==> src/rtl/br_amba_axil_arbiter_2to1.sv <==
// br_amba_axil_arbiter_2to1
// Merges two AXI4-Lite requesters onto one shared AXI4-Lite initiator port.
// Writes and reads are arbitrated independently, and each path has its own
// round-robin pointer. At most one write and one read can be outstanding on
// the shared port. No payload is stored here: address, data and user fields
// are muxed straight from the granted requester.
//
// Ports
//   clk, rst            : clock; synchronous active-high reset
//   in0_* / in1_*       : requester-side AW, W, B, AR and R channels
//   out_*               : shared initiator-side AW, W, B, AR and R channels
module br_amba_axil_arbiter_2to1 #(
  parameter int AddrWidth   = 40,
  parameter int DataWidth   = 64,
  parameter int AWUserWidth = 1,
  parameter int WUserWidth  = 1,
  parameter int ARUserWidth = 1,
  parameter int RUserWidth  = 1
) (
  input  logic                   clk,
  input  logic                   rst,
  // requester 0
  input  logic [AddrWidth-1:0]   in0_awaddr,
  input  logic [2:0]             in0_awprot,
  input  logic [AWUserWidth-1:0] in0_awuser,
  input  logic                   in0_awvalid,
  output logic                   in0_awready,
  input  logic [DataWidth-1:0]   in0_wdata,
  input  logic [DataWidth/8-1:0] in0_wstrb,
  input  logic [WUserWidth-1:0]  in0_wuser,
  input  logic                   in0_wvalid,
  output logic                   in0_wready,
  output logic [1:0]             in0_bresp,
  output logic                   in0_bvalid,
  input  logic                   in0_bready,
  input  logic [AddrWidth-1:0]   in0_araddr,
  input  logic [2:0]             in0_arprot,
  input  logic [ARUserWidth-1:0] in0_aruser,
  input  logic                   in0_arvalid,
  output logic                   in0_arready,
  output logic [DataWidth-1:0]   in0_rdata,
  output logic [1:0]             in0_rresp,
  output logic [RUserWidth-1:0]  in0_ruser,
  output logic                   in0_rvalid,
  input  logic                   in0_rready,
  // requester 1
  input  logic [AddrWidth-1:0]   in1_awaddr,
  input  logic [2:0]             in1_awprot,
  input  logic [AWUserWidth-1:0] in1_awuser,
  input  logic                   in1_awvalid,
  output logic                   in1_awready,
  input  logic [DataWidth-1:0]   in1_wdata,
  input  logic [DataWidth/8-1:0] in1_wstrb,
  input  logic [WUserWidth-1:0]  in1_wuser,
  input  logic                   in1_wvalid,
  output logic                   in1_wready,
  output logic [1:0]             in1_bresp,
  output logic                   in1_bvalid,
  input  logic                   in1_bready,
  input  logic [AddrWidth-1:0]   in1_araddr,
  input  logic [2:0]             in1_arprot,
  input  logic [ARUserWidth-1:0] in1_aruser,
  input  logic                   in1_arvalid,
  output logic                   in1_arready,
  output logic [DataWidth-1:0]   in1_rdata,
  output logic [1:0]             in1_rresp,
  output logic [RUserWidth-1:0]  in1_ruser,
  output logic                   in1_rvalid,
  input  logic                   in1_rready,
  // shared initiator port
  output logic [AddrWidth-1:0]   out_awaddr,
  output logic [2:0]             out_awprot,
  output logic [AWUserWidth-1:0] out_awuser,
  output logic                   out_awvalid,
  input  logic                   out_awready,
  output logic [DataWidth-1:0]   out_wdata,
  output logic [DataWidth/8-1:0] out_wstrb,
  output logic [WUserWidth-1:0]  out_wuser,
  output logic                   out_wvalid,
  input  logic                   out_wready,
  input  logic [1:0]             out_bresp,
  input  logic                   out_bvalid,
  output logic                   out_bready,
  output logic [AddrWidth-1:0]   out_araddr,
  output logic [2:0]             out_arprot,
  output logic [ARUserWidth-1:0] out_aruser,
  output logic                   out_arvalid,
  input  logic                   out_arready,
  input  logic [DataWidth-1:0]   out_rdata,
  input  logic [1:0]             out_rresp,
  input  logic [RUserWidth-1:0]  out_ruser,
  input  logic                   out_rvalid,
  output logic                   out_rready
);

  typedef enum logic [1:0] {W_IDLE, W_ADDR, W_RESP} w_state_e;
  typedef enum logic [1:0] {R_IDLE, R_ADDR, R_DATA} r_state_e;

  w_state_e w_state_q, w_state_d;
  r_state_e r_state_q, r_state_d;
  logic     w_grant_q, w_grant_d, w_ptr_q, w_ptr_d;
  logic     aw_done_q, aw_done_d, w_done_q, w_done_d;
  logic     r_grant_q, r_grant_d, r_ptr_q, r_ptr_d;

  // Handshake signals of the currently granted requester.
  logic g_awvalid, g_wvalid, g_bready, g_arvalid, g_rready;

  assign g_awvalid = w_grant_q ? in1_awvalid : in0_awvalid;
  assign g_wvalid  = w_grant_q ? in1_wvalid  : in0_wvalid;
  assign g_bready  = w_grant_q ? in1_bready  : in0_bready;
  assign g_arvalid = r_grant_q ? in1_arvalid : in0_arvalid;
  assign g_rready  = r_grant_q ? in1_rready  : in0_rready;

  // Payloads follow the grant. They are only meaningful while the matching
  // valid is high.
  assign out_awaddr = w_grant_q ? in1_awaddr : in0_awaddr;
  assign out_awprot = w_grant_q ? in1_awprot : in0_awprot;
  assign out_awuser = w_grant_q ? in1_awuser : in0_awuser;
  assign out_wdata  = w_grant_q ? in1_wdata  : in0_wdata;
  assign out_wstrb  = w_grant_q ? in1_wstrb  : in0_wstrb;
  assign out_wuser  = w_grant_q ? in1_wuser  : in0_wuser;
  assign out_araddr = r_grant_q ? in1_araddr : in0_araddr;
  assign out_arprot = r_grant_q ? in1_arprot : in0_arprot;
  assign out_aruser = r_grant_q ? in1_aruser : in0_aruser;

  // Response payloads go to both requesters. Only the granted requester
  // sees a valid, so the requester that was not granted ignores them.
  assign in0_bresp = out_bresp;
  assign in1_bresp = out_bresp;
  assign in0_rdata = out_rdata;
  assign in1_rdata = out_rdata;
  assign in0_rresp = out_rresp;
  assign in1_rresp = out_rresp;
  assign in0_ruser = out_ruser;
  assign in1_ruser = out_ruser;

  always_ff @(posedge clk) begin
    if (rst) begin
      w_state_q <= W_IDLE;
      w_grant_q <= 1'b0;
      w_ptr_q   <= 1'b0;
      aw_done_q <= 1'b0;
      w_done_q  <= 1'b0;
      r_state_q <= R_IDLE;
      r_grant_q <= 1'b0;
      r_ptr_q   <= 1'b0;
    end else begin
      w_state_q <= w_state_d;
      w_grant_q <= w_grant_d;
      w_ptr_q   <= w_ptr_d;
      aw_done_q <= aw_done_d;
      w_done_q  <= w_done_d;
      r_state_q <= r_state_d;
      r_grant_q <= r_grant_d;
      r_ptr_q   <= r_ptr_d;
    end
  end

  // Write path. AW and W complete independently, and the done flags stop
  // each channel from being issued twice. All outputs are forced low while
  // rst is high, so an abandoned transaction never leaks out.
  always_comb begin
    w_state_d   = w_state_q;
    w_grant_d   = w_grant_q;
    w_ptr_d     = w_ptr_q;
    aw_done_d   = aw_done_q;
    w_done_d    = w_done_q;
    out_awvalid = 1'b0;
    out_wvalid  = 1'b0;
    out_bready  = 1'b0;
    in0_awready = 1'b0;
    in1_awready = 1'b0;
    in0_wready  = 1'b0;
    in1_wready  = 1'b0;
    in0_bvalid  = 1'b0;
    in1_bvalid  = 1'b0;
    if (!rst) begin
      case (w_state_q)
        W_IDLE: begin
          if (in0_awvalid | in1_awvalid) begin
            // A lone requester wins. On a tie, the pointer decides.
            w_grant_d = (in0_awvalid & in1_awvalid) ? w_ptr_q : in1_awvalid;
            w_state_d = W_ADDR;
          end
        end
        W_ADDR: begin
          out_awvalid = g_awvalid & ~aw_done_q;
          out_wvalid  = g_wvalid & ~w_done_q;
          in0_awready = ~w_grant_q & out_awready & ~aw_done_q;
          in1_awready = w_grant_q & out_awready & ~aw_done_q;
          in0_wready  = ~w_grant_q & out_wready & ~w_done_q;
          in1_wready  = w_grant_q & out_wready & ~w_done_q;
          aw_done_d   = aw_done_q | (out_awvalid & out_awready);
          w_done_d    = w_done_q | (out_wvalid & out_wready);
          if (aw_done_d & w_done_d) begin
            w_state_d = W_RESP;
            aw_done_d = 1'b0;
            w_done_d  = 1'b0;
          end
        end
        W_RESP: begin
          in0_bvalid = ~w_grant_q & out_bvalid;
          in1_bvalid = w_grant_q & out_bvalid;
          out_bready = g_bready;
          if (out_bvalid & g_bready) begin
            w_state_d = W_IDLE;
            w_ptr_d   = ~w_grant_q;
          end
        end
        default: w_state_d = W_IDLE;
      endcase
    end
  end

  // Read path. This is the same arbitration scheme as the write path, with
  // a single address channel.
  always_comb begin
    r_state_d   = r_state_q;
    r_grant_d   = r_grant_q;
    r_ptr_d     = r_ptr_q;
    out_arvalid = 1'b0;
    out_rready  = 1'b0;
    in0_arready = 1'b0;
    in1_arready = 1'b0;
    in0_rvalid  = 1'b0;
    in1_rvalid  = 1'b0;
    if (!rst) begin
      case (r_state_q)
        R_IDLE: begin
          if (in0_arvalid | in1_arvalid) begin
            r_grant_d = (in0_arvalid & in1_arvalid) ? r_ptr_q : in1_arvalid;
            r_state_d = R_ADDR;
          end
        end
        R_ADDR: begin
          out_arvalid = g_arvalid;
          in0_arready = ~r_grant_q & out_arready;
          in1_arready = r_grant_q & out_arready;
          if (g_arvalid & out_arready) begin
            r_state_d = R_DATA;
          end
        end
        R_DATA: begin
          in0_rvalid = ~r_grant_q & out_rvalid;
          in1_rvalid = r_grant_q & out_rvalid;
          out_rready = g_rready;
          if (out_rvalid & g_rready) begin
            r_state_d = R_IDLE;
            r_ptr_d   = ~r_grant_q;
          end
        end
        default: r_state_d = R_IDLE;
      endcase
    end
  end

endmodule

==> config.mk <==
export PLATFORM = sky130hd
export DESIGN_NAME = br_amba_axil_arbiter_2to1
export DESIGN_NICKNAME = d
export VERILOG_FILES = /design/src/rtl/br_amba_axil_arbiter_2to1.sv
export SDC_FILE = /design/constraint.sdc
export NUM_CORES = 1
export LEC_CHECK = 0
export CELL_PAD_IN_SITES_DETAIL_PLACEMENT = 0
export CELL_PAD_IN_SITES_GLOBAL_PLACEMENT = 1
export CORE_AREA = 4 4 278 280
export CTS_BUF_LIST = sky130_fd_sc_hd__clkbuf_8
export CTS_CLUSTER_SIZE = 10
export DETAILED_ROUTE_END_ITERATION = 8
export DIE_AREA = 0 0 282 284
export GPL_TIMING_DRIVEN = 0
export PLACE_DENSITY = 0.49
export SETUP_SLACK_MARGIN = 0.5
export SYNTH_ARGS = -nofsm -noshare
export SYNTH_HDL_FRONTEND = slang
export SYNTH_SLANG_ARGS = --single-unit
==> constraint.sdc <==
create_clock -name clk -period 1.4 [get_ports clk]
set_input_delay 0.28 -clock clk [delete_from_list [all_inputs] [get_ports clk]]
set_output_delay 0.28 -clock clk [all_outputs]
set_load 0.05 [all_outputs]
After elaboration in Yosys (flattened, before gate mapping) --
Index checks and enable logic that the tools add are counted.
Cells by class: equality and inequality tests 10, multiplexer cells 56, bitwise gates (word level) 32, reductions and logical operators 8
Operators by type and width (number):
- $mux 40 | 2
- $mux 64 | 1
- $mux 1 | 42
- $and 1x1->1 | 24
- $mux 2 | 6
- $ne 2x2->1 const B | 6
- $pmux 2 s3 | 2
- $mux 8 | 1
- $reduce_and 2->1 | 4
- $mux 3 | 2
- $reduce_and 3->1 | 2
- $eq 2x1->1 const B | 2
- $eq 2x2->1 const B | 2
- $logic_not 2->1 | 2
- $not 1->1 | 4
- $or 1x1->1 | 4
Storage, ports and cells: bits in registers 10, bits of input ports 408, output and inout bits 314

Depth between registers and ports, before layout --
word-level depth 7, depth in mapped cells 5

Least setup slack after synthesis --
No wires, ideal clock.
path kind register -> output, from reg w_grant_q, to out in0_awready, arrival 2362 ps, required time 1120 ps, slack -1242 ps, cell stages (with the launch flop) 5, buffers on the path 3, cell sequence dfxtp_1 > buf_6 > buf_6 > buf_2 > nor4b_1
Between the ends: longest elaborated chain between the ends 5
Ends and longest elaborated chain:
- start: declaration | line 101 | logic w_grant_q, w_grant_d, w_ptr_q, w_ptr_d;
- start signal: assignment | line 149 | w_grant_q <= w_grant_d;
- $not 1->1 | line 189 | in0_awready = ~w_grant_q & out_awready & ~aw_done_q;
- $and 1x1->1 (2 in a row) | line 189
- $mux 1 | line 178 | case (w_state_q)
- $mux 1 | line 177 | if (!rst) begin
- end: declaration | line 27 | output logic in0_awready,
Every way passes these cells.

Worst setup path in the final report --
from reg w_grant_q, to out out_wstrb[5]
Between the ends: longest elaborated chain between the ends 1
Ends and longest elaborated chain:
- $mux 8 | line 120 | assign out_wstrb = w_grant_q ? in1_wstrb : in0_wstrb;
- end: declaration | line 77 | output logic [DataWidth/8-1:0] out_wstrb,
Every way passes these cells.

==> out/summary.md <==
The flow ran to the end, but the final reports show violations. The checks that failed: negative setup slack. For this run, design rule violations remaining after detail routing come to 0.

Setup violations remaining at the end of the flow were counted as 183. The logs give 4 for the first-pass iteration count of the detailed router and 39650 um for the total wirelength of the detailed-routed design. Final critical-path setup slack: -0.5693 ns. Clock-pin slew was measured on the worst setup and hold paths at 0.05 ns. The type of the worst setup path was flop to output pin. Yosys instantiated no cell more often than sky130_fd_sc_hd__mux2_2. In this design, the stage delay of the slowest critical-path cell is 0.44 ns. The die is 284 um tall.

The worst hold path stage count was 2; the HPWL reported at the end of detailed placement was 34810 um. In the synthesized netlist the async set-or-reset flop fraction comes to 0%. At the pin with the least slew margin, the transition time is 0.3233 ns. Root cell of the clock tree: sky130_fd_sc_hd__clkbuf_8. STA classifies the critical path startpoint as a flop. The multi-input combinational cells in the finished layout cover a total of 3176 um^2. The path depth of the worst reg2reg path is 8, and the share of post-route cells with drive strength above 1 is 66.64%. The net count of the mapped netlist is 813. For the number of failing hold endpoints at the final stage, the log shows 0. After synthesis, the netlist uses 31 different library cells.

For the effective utilization at floorplan, the log shows 4.901%. TritonCTS built the clock tree. After the last flow step, the layout net total stands at 1531.

In this run the remaining antenna-violating nets after routing total 0. Counting the fill cells in the layout gives 8245. Number of warnings printed during yosys synthesis: 0. The H-tree level count is 1. The power per unit of standard cell area works out to 535.5 nW/um^2. Clock latency on the worst-skew pair, taken at its later pin, is 0.24 ns. Derived from the worst setup path, the maximum achievable clock frequency is 507.8 MHz. Setup repair after global routing could not meet its margin everywhere. In the final routed layout, each cell accounts on average for 18.96 um. The static leakage is 5.828 nW. The first global-routing pass estimated 50510 um of wire.

The flip-flop and latch count after synthesis was 10; the number of buffers added on ports was 652. Across the routed clock network, the largest skew measured is 0.007457 ns. In this run, synthesis inferred 0 flip-flops with an integrated enable.

Once placement completed, the tool counted placed cells totaling 2026. In this run the deepest clock path goes through 2 buffers. Walking the worst path, the cells encountered are buf_12 -> buf_16 -> buf_12 -> mux2_4 -> buf_12. The run gives 74450 um^2 as the area of the core. Summed over all instances, the cell type with the most area after synthesis is sky130_fd_sc_hd__mux2_2. The run gives 210.2 um^2 as the flip-flop and latch area. The logs give 0 for the max-slew violation count and 0.7708 for the routability congestion estimate. After detailed routing, the number of vias per cell comes to 2.742.

The final period demand of the worst path is 1.969 ns, and the number of clock sinks seen by CTS is 10. Buffers inserted to repair hold after CTS numbered 0. Total CTS buffers: 3.

From synthesis to final layout, the design area changed by 267.2%. At the worst endpoint, the required time is 1.12 ns. The post-layout instance count excluding filler cells came out at 2091. The slowest stage of the critical path is the sky130_fd_sc_hd__dfxtp_4 cell. The design draws 0.007175 W. The maximum vdd drop came out at 0.0001982 V. Ranked by instance count, the synthesized netlist is headed by 164 x sky130_fd_sc_hd__mux2_2, 141 x sky130_fd_sc_hd__buf_4, 16 x sky130_fd_sc_hd__buf_2. The floorplan has 100 rows. The run gives 722 as the total I/O pin count. Yosys attributes the largest share of cell area to sky130_fd_sc_hd__mux2_2 51%, sky130_fd_sc_hd__buf_4 29%, sky130_fd_sc_hd__dfxtp_1 5.5%, sky130_fd_sc_hd__buf_2 2.2%, sky130_fd_sc_hd__nor4b_1 0.96%. The proportion of netlist area held by the largest area contributor came out at 50.62%.

The largest driver fanout on the critical path was 8. Overall global routing resource usage: 8.846%. The die is 282 um wide. The mapped netlist covers 3648 um^2.

After layout, the worst path uses 140.7% of the clock period. The number of global-route vias before repair is 6188. The floorplan step defined a die boundary enclosing 80090 um^2. The tools report the global-route congestion overflow total as 0.

The tools report the remaining max-slew budget at the tightest pin as 78.42%. The run gives 0.4572 ns as the post-route worst hold slack. The cell with the most instances on the worst path is sky130_fd_sc_hd__buf_12. The total via count in the routed design came out at 5733.

STA classifies the critical path endpoint as an output pin. The number of maximum-capacitance violations came out at 0. Entering global routing, the biggest net connects 11 pins. The number of antenna violations at the first check in global routing is 5, and the portion of the post-synthesis area used by sequential elements is 5.487%. The logs give 18.00% for the final cell utilization of the core and 405 for the post-synthesis cell count. The path class of the lowest-slack min-delay path was flop to flop. The tools report the worst path arrival time as 1.69 ns.

The iteration-0 DRC count of the detailed router was 106. The leading register cell type out of synthesis was sky130_fd_sc_hd__dfxtp_1. Dividing the synthesized area by the synthesized cell count gives 9.009 um^2.
==> critical path: cells and delay by family, from the launching register on <==
kind	cells	cell delay [ns]
buffers and inverters	4	0.65
flip-flops	1	0.44
multiplexers	1	0.33
==> kinds of logic (layout without fill, tap and decap cells) <==
| logic type | count (synthesis) | after routing | synth area share [%] |
|---|---|---|---|
| buffers and inverters | 165 | 881 | 32.44 |
| multiplexers | 167 | 167 | 51.44 |
| AO/OA/AOI/OAI | 22 | 22 | 4.081 |
| flip-flops | 10 | 10 | 5.487 |
| other | 0 | 1 | 0 |
| AND/OR/NAND/NOR | 41 | 41 | 6.550 |
==> cells in the final DEF (no fill, tap or decap), types with 3 or more instances in the layout <==
master	instances
sky130_fd_sc_hd__a21oi_2	3
sky130_fd_sc_hd__a31oi_1	4
sky130_fd_sc_hd__buf_12	41
sky130_fd_sc_hd__buf_16	8
sky130_fd_sc_hd__buf_2	123
sky130_fd_sc_hd__buf_4	152
sky130_fd_sc_hd__buf_6	140
sky130_fd_sc_hd__buf_8	44
sky130_fd_sc_hd__clkbuf_16	6
sky130_fd_sc_hd__clkbuf_4	20
sky130_fd_sc_hd__clkbuf_8	5
sky130_fd_sc_hd__clkdlybuf4s50_1	333
sky130_fd_sc_hd__dfxtp_1	4
sky130_fd_sc_hd__dfxtp_2	5
sky130_fd_sc_hd__dlygate4sd2_1	4
sky130_fd_sc_hd__inv_1	4
sky130_fd_sc_hd__mux2_4	163
sky130_fd_sc_hd__mux2i_4	3
sky130_fd_sc_hd__nand2_1	3
sky130_fd_sc_hd__nand2_4	3
sky130_fd_sc_hd__nor2_1	4
sky130_fd_sc_hd__nor2_4	5
sky130_fd_sc_hd__nor2b_1	3
sky130_fd_sc_hd__nor3b_4	3
sky130_fd_sc_hd__nor4b_4	4
==> through the flow <==
stage	setup WS [ns]	setup TNS [ns]	area (um^2)
final	-0.5693	-79.68	13400
after detailed placement	-1.544	-181.89	12230
after CTS	-0.6891	-93.47	12400
after global placement	-1.527	-180.87	12230
after global routing	-0.6237	-88.83	13400
after floorplan	-0.2323	-2.781	4489
==> final cells by class <==
class                           count  area share [%]
Multi-Input combinational cell    230           23.70
Clock buffer                        3          0.3082
Tap cell                          969           9.048
Buffer                            161           11.12
Inverter                            4          0.1121
Antenna cell                        1         0.01868
Sequential cell                    10           1.569
Timing Repair Buffer              713           54.12
==> flip-flops by register name (all words and copies together), names as in the netlist <==
name       flops
w_ptr_q        1
r_grant_q      1
w_grant_q      1
w_done_q       1
w_state_q      2
r_ptr_q        1
r_state_q      2
aw_done_q      1
==> routing by layer <==
metal | vias up | track usage (%) | wire length [um]
li1 | 2729 | - | -
met1 | 2672 | 10.41 | 15960
met2 | 318 | 16.47 | 19980
met3 | 12 | 2.690 | 3578
met4 | 2 | 0.3782 | 115
met5 | - | 0 | 13
==> path summary, 6_finish.rpt <==
kind	start	to	slack [ns]
setup / recovery	w_grant_q$_SDFFE_PP0P_	out_wstrb[5]	-0.57
hold / removal	r_ptr_q$_SDFFE_PP0P_	r_ptr_q$_SDFFE_PP0P_	0.46
setup reg to reg	w_grant_q$_SDFFE_PP0P_	w_ptr_q$_SDFFE_PP0P_	-0.27
hold reg to reg	r_ptr_q$_SDFFE_PP0P_	r_ptr_q$_SDFFE_PP0P_	0.46
==> repair_timing <==
action,CTS,global route
setup endpoints to repair,324,206
setup buffers,30,19
pin swaps,7,8
gates resized for setup,1795,394
gates cloned,6,6
==> power by group <==
group	total, W	switching, W	internal (W)
logic	0.00654	0.00343	0.00311
clock network	0.000303	0.000114	0.000189
registers	0.000334	0.0000315	0.000302
total	0.00717	0.00358	0.00360
(Power assumes the default switching activity.)
==> edit 1, RTL diff (same settings) <==
Change the parameter `DataWidth` from 64 to 60.
--- a/src/rtl/br_amba_axil_arbiter_2to1.sv
+++ b/src/rtl/br_amba_axil_arbiter_2to1.sv
@@ -12,5 +12,5 @@
 module br_amba_axil_arbiter_2to1 #(
   parameter int AddrWidth   = 40,
-  parameter int DataWidth   = 64,
+  parameter int DataWidth   = 60,
   parameter int AWUserWidth = 1,
   parameter int WUserWidth  = 1,
Interface: changed (9 resized); port bits go from 722 to 695. The function was not compared with the original's and may differ.
==> edit 1 against the unedited design <==
- the flow still finishes with violations (negative setup slack)
- clock skew down 0.0073 ns
- critical path depth up 1
- cell area down 3.4%
- setup slack better by 0.033 ns
- sequential cell count unchanged
- total power down 0.86%
- via count down 3.9%
- routed wire length up 3.8%
- worst hold slack better by 0.038 ns
- core utilization down 0.61 points
- synthesized area down 4.1%
- first-iteration DRC count down 35%
- synthesized cell count down 5.2%
- non-clock buffer count down 34
- critical path type unchanged
==> edit 1: results (changes against the unedited design) <==
* Vias in the first global route at 5,901 (-4.6%)
* Synth area leaders: mux2_2, buf_4, dfxtp_1
* Post-synthesis compound-gate area fraction at 0.0207 (-0.0201)
* Max Fanout on Critical Path at 7 (-1)
* Max-slew headroom at 0.719 (-0.0654)
* DR vias at 5,509 (-3.9%)
* P_leak at 0.00560 uW (-3.8%)
* Dpl ws at -1.59 ns (-0.0499 ns)
* Port bufs at 629 (-3.5%)
* Post-synthesis mux area share at 0.525 (+0.0103)
* Cell variety after synth at 29 (-6.5%)
* Worst EP arrival at 1.66 ns (-0.03 ns)
* Post-synth top cells: mux2_2, buf_4, buf_2, nor2_1, dfxtp_1
* Final worst slack at -0.536 ns (+0.0329 ns)
* VDD IR-drop max at 0.204 mV (+2.7%)
* Status: finished with violations
* Met2 routed WL at 21.3 mm (+6.6%)
* Final wirelength at 41.2 mm (+3.8%)
* Register area share after synthesis at 0.0572 (+0.00235)
* GR Util met1 at 0.0938 (-0.0103)
* Failing checks: negative setup slack
* Antenna violations before repair at 12 (+7)
* Total track usage at 0.0931 (+0.00465)
* Metal3 WL at 4.93 mm (+38%)
* Share of post-route cells with drive strength above 1 at 0.663 (-0.00342)
* Final setup fails at 176 (-3.8%)
* Met2 global-route usage at 0.176 (+0.0110)
* Initial drt markers at 69 (-35%)
* Met3 Use GR at 0.0389 (+0.0120)
* DPL Wire Length at 37.5 mm (+7.7%)
* Nets at 1,472 (-3.9%)
* Met1 wire length at 13.6 mm (-15%)
* Hold path startpoint: w_ptr_q
-- edit 1: path summary, 6_finish.rpt --
check              endpoint  slack (ns)  cells after the start
max          out_awaddr[10]       -0.54                      6
min                 w_ptr_q        0.50                      2
max reg2reg         w_ptr_q       -0.33                      9
min reg2reg         w_ptr_q        0.50                      2
-- edit 1: layout make-up --
class / instances / area (um2)
inverters: 4 / 30.0
repair buffers: 689 / 7030
plain buffers: 151 / 1390
well taps: 969 / 1210
flip-flops and latches: 10 / 209
multi-input cells: 219 / 3010
diodes: 6 / 15.0
clock buffers: 4 / 55.1
fillers: 8311 / 61500
-- edit 1: through the flow --
step                hold slack (ns)  std cells  area (um2)  TNS [ns]  power [uW]
floorplan                     0.420        384        4330     -3.57        3720
global route                  0.523       2046       12900    -84.11        7380
finish                        0.495       2052       12900    -74.45        7110
detailed placement            0.487       1982       11800   -163.55        6220
global placement              0.484       1982       11800   -163.09        6200
CTS                           0.500       2028       12100    -79.15        6880
-- edit 1: power breakdown --
part / internal [uW] / switching, uW
logic: 3020 / 3380
clock network: 249 / 138
registers: 301 / 31.9
total: 3570 / 3550
-- edit 1: what timing repair did --
| item | CTS | global route |
|---|---|---|
| pin swaps | 6 | 9 |
| endpoints found under the hold margin | 0 | 0 |
| resized for setup | 1892 | 164 |
| setup buffers | 38 | 11 |
| cloned | 4 | 7 |
| setup endpoints to repair | 311 | 182 |
-- edit 1: critical path, stage by stage (launching register included) --
cell	delay, ns
dfxtp_4	0.37
buf_12	0.15
buf_6	0.12
buf_12	0.14
buf_4	0.14
mux2_4	0.30
buf_8	0.16
-- edit 1: cell families (layout without fill, tap and decap cells) --
group | Yosys count | in the layout
AOI/OAI and AO/OA | 10 | 10
buffers and inverters | 155 | 848
DFF | 10 | 10
muxes | 163 | 163
other | 0 | 6
and+or+nand+nor | 46 | 46
==> edit 2, RTL diff (same flow settings) <==
Made on the original files. Re-encode `w_state_e` (3 states) as one-hot, 3 bits wide.
--- a/src/rtl/br_amba_axil_arbiter_2to1.sv
+++ b/src/rtl/br_amba_axil_arbiter_2to1.sv
@@ -94,5 +94,5 @@
 );
 
-  typedef enum logic [1:0] {W_IDLE, W_ADDR, W_RESP} w_state_e;
+  typedef enum logic [2:0] {W_IDLE = 3'b001, W_ADDR = 3'b010, W_RESP = 3'b100} w_state_e;
   typedef enum logic [1:0] {R_IDLE, R_ADDR, R_DATA} r_state_e;
 
Function: same outputs for any inputs over 4 cycles, from zero or initial values and one cycle with rst high; so few cycles prove little.
==> edit 2 against the unedited design <==
- sequential power is 8.1% higher
- sequential cell count up 1
- cell count rose by 0.48%
- cell area rose by 0.29%
- largest cell class unchanged
- synthesized area increased by 0.51%
- largest power group unchanged
- setup slack better by 0.011 ns
- worst hold slack better by 0.073 ns
- critical path depth increased by 1
- via count is 1.6% lower
- routed wire length decreased by 14%
- register-to-register slack worse by 0.07 ns
- total power increased by 12%
- the flow still finishes with violations (negative setup slack)
- sequential share of layout area is 0.17 points higher
- clock power rose by 24%
==> edit 2: results (changes against the unedited design) <==
* Status: finished with violations
* Failing checks: negative setup slack
* Final worst slack at -0.558 ns (+0.0110 ns)
* Synth area leaders: mux2_2, buf_4, dfxtp_1
* Vias in the first global route at 6,045 (-2.3%)
* Met2 routed WL at 17.6 mm (-12%)
* P_leak at 0.00585 uW (+0.31%)
* Clock-pin slew on the worst setup and hold paths at 0.07 ns (+0.02 ns)
* Worst Hold Class: reg -> reg
* Asr flop ratio synth at 0 (unchanged)
* Met1 wire length at 12.7 mm (-20%)
* First-pass GRT wire length at 43.7 mm (-13%)
* First-pass DRT Iterations at 4 (unchanged)
* Post-synthesis mux area share at 0.510 (-0.00400)
* Initial drt markers at 119 (+12%)
* Worst stage delay on the critical path at 0.36 ns (-0.08 ns)
* DPL Wire Length at 29.2 mm (-16%)
* Worst clock skew at 0.00110 ns (-0.00636 ns)
* Metal3 WL at 3.41 mm (-4.6%)
* Max Fanout on Critical Path at 3 (-5)
* Final wirelength at 34.0 mm (-14%)
* DR vias at 5,639 (-1.6%)
* WL/cell at 16.2 um (-15%)
* Post-synth top cells: mux2_2, buf_4, buf_2, nor2_1, nand2_1
* Antenna violations before repair at 6 (+1)
* Share of post-route cells with drive strength above 1 at 0.673 (+0.00650)
* Number of synthesis warnings at 0 (unchanged)
* Nets at 1,537 (+0.39%)
* Post-synthesis compound-gate area fraction at 0.0382 (-0.00260)
* Register area share after synthesis at 0.0600 (+0.00518)
* Port bufs at 652 (unchanged)
* Biggest registers after layout: w_state_q x3, r_state_q x2
* Worst skew pair latency at 0.26 ns (+0.02 ns)
* Total track usage at 0.0753 (-0.0132)
* H-tree levels at 1 (unchanged)
* VDD IR-drop max at 0.224 mV (+13%)
* Placed inst area at 12,400 um2 (+1.2%)
* Placer Congestion at 0.811 (+5.2%)
* Cell variety after synth at 31 (unchanged)
* Final setup fails at 181 (-1.1%)
* Max-slew headroom at 0.593 (-0.191)
[edit 2: cell types whose count changed in the layout (fill, tap and decap cells not counted), moves of 3 or more]
cell,unedited run,this run
buf_4,152,158
clkdlybuf4s50_1,333,337
inv_1,4,1
diode_2,1,4
clkbuf_4,20,8
clkbuf_16,6,12
dlygate4sd2_1,4,0
buf_12,41,27
and2_4,1,4
buf_6,140,160
nor4b_4,4,0
nand2_2,0,7
nor2b_1,3,0
nor2b_4,1,4
[edit 2: per-stage QoR]
step | TNS (ns) | setup WS, ns | power [uW]
2_1_floorplan | -3.24 | -0.160 | 4490
3_3_place_gp | -136.88 | -1.53 | 6960
3_5_place_dp | -136.50 | -1.56 | 6940
4_1_cts | -82.76 | -0.618 | 7620
5_1_grt | -86.43 | -0.625 | 8370
6_report | -75.79 | -0.558 | 8050
[edit 2: path summary, 6_finish.rpt]
path             start         end  slack (ns)  cells past startpoint
max          w_grant_q  out_wvalid       -0.56                      6
min            r_ptr_q     r_ptr_q        0.53                      2
max reg2reg  w_grant_q    w_done_q       -0.34                      8
min reg2reg    r_ptr_q     r_ptr_q        0.53                      2
[edit 2: worst min-delay path: cells and delay by family (launching register included)]
family	cells	cell delay (ns)
flip-flops	1	0.33
AO/OA/AOI/OAI	1	0.04
AND/OR/NAND/NOR	1	0.11
[edit 2: cell families (layout without fill, tap and decap cells)]
| kind of cell | count (synthesis) | in the layout |
|---|---|---|
| muxes | 166 | 166 |
| other | 0 | 4 |
| AOI/OAI and AO/OA | 16 | 16 |
| buffers and inverters | 160 | 883 |
| and+or+nand+nor | 52 | 52 |
| DFF | 11 | 11 |
[edit 2: routing by layer]
metal,track usage,vias up
met5,0,-
met4,0.00807,4
li1,-,2734
met2,0.141,341
met3,0.0290,13
met1,0.0825,2547
[edit 2: cell type report]
cell class / count / area, um2
multi-input combinational: 234 / 3140
antenna: 4 / 10.0
clock buffer: 3 / 41.3
tap: 969 / 1210
fill: 8244 / 61000
inverter: 1 / 3.75
timing repair buffer: 719 / 7310
sequential: 11 / 234
clock inverter: 1 / 5.00
buffer: 159 / 1480
[edit 2: timing repair]
action / 4_1_cts / 5_1_grt
setup endpoints to repair: 325 / 194
cloned: 7 / 10
pin swaps: 9 / 11
setup buffers: 37 / 13
gates resized for setup: 1907 / 212
[edit 2: report_power, final]
part / internal (uW) / leakage, uW / total, uW / switching [uW]
clock network: 198 / 0.0000255 / 377 / 179
registers: 341 / 0.0000925 / 361 / 20.1
logic: 3570 / 0.00573 / 7310 / 3740
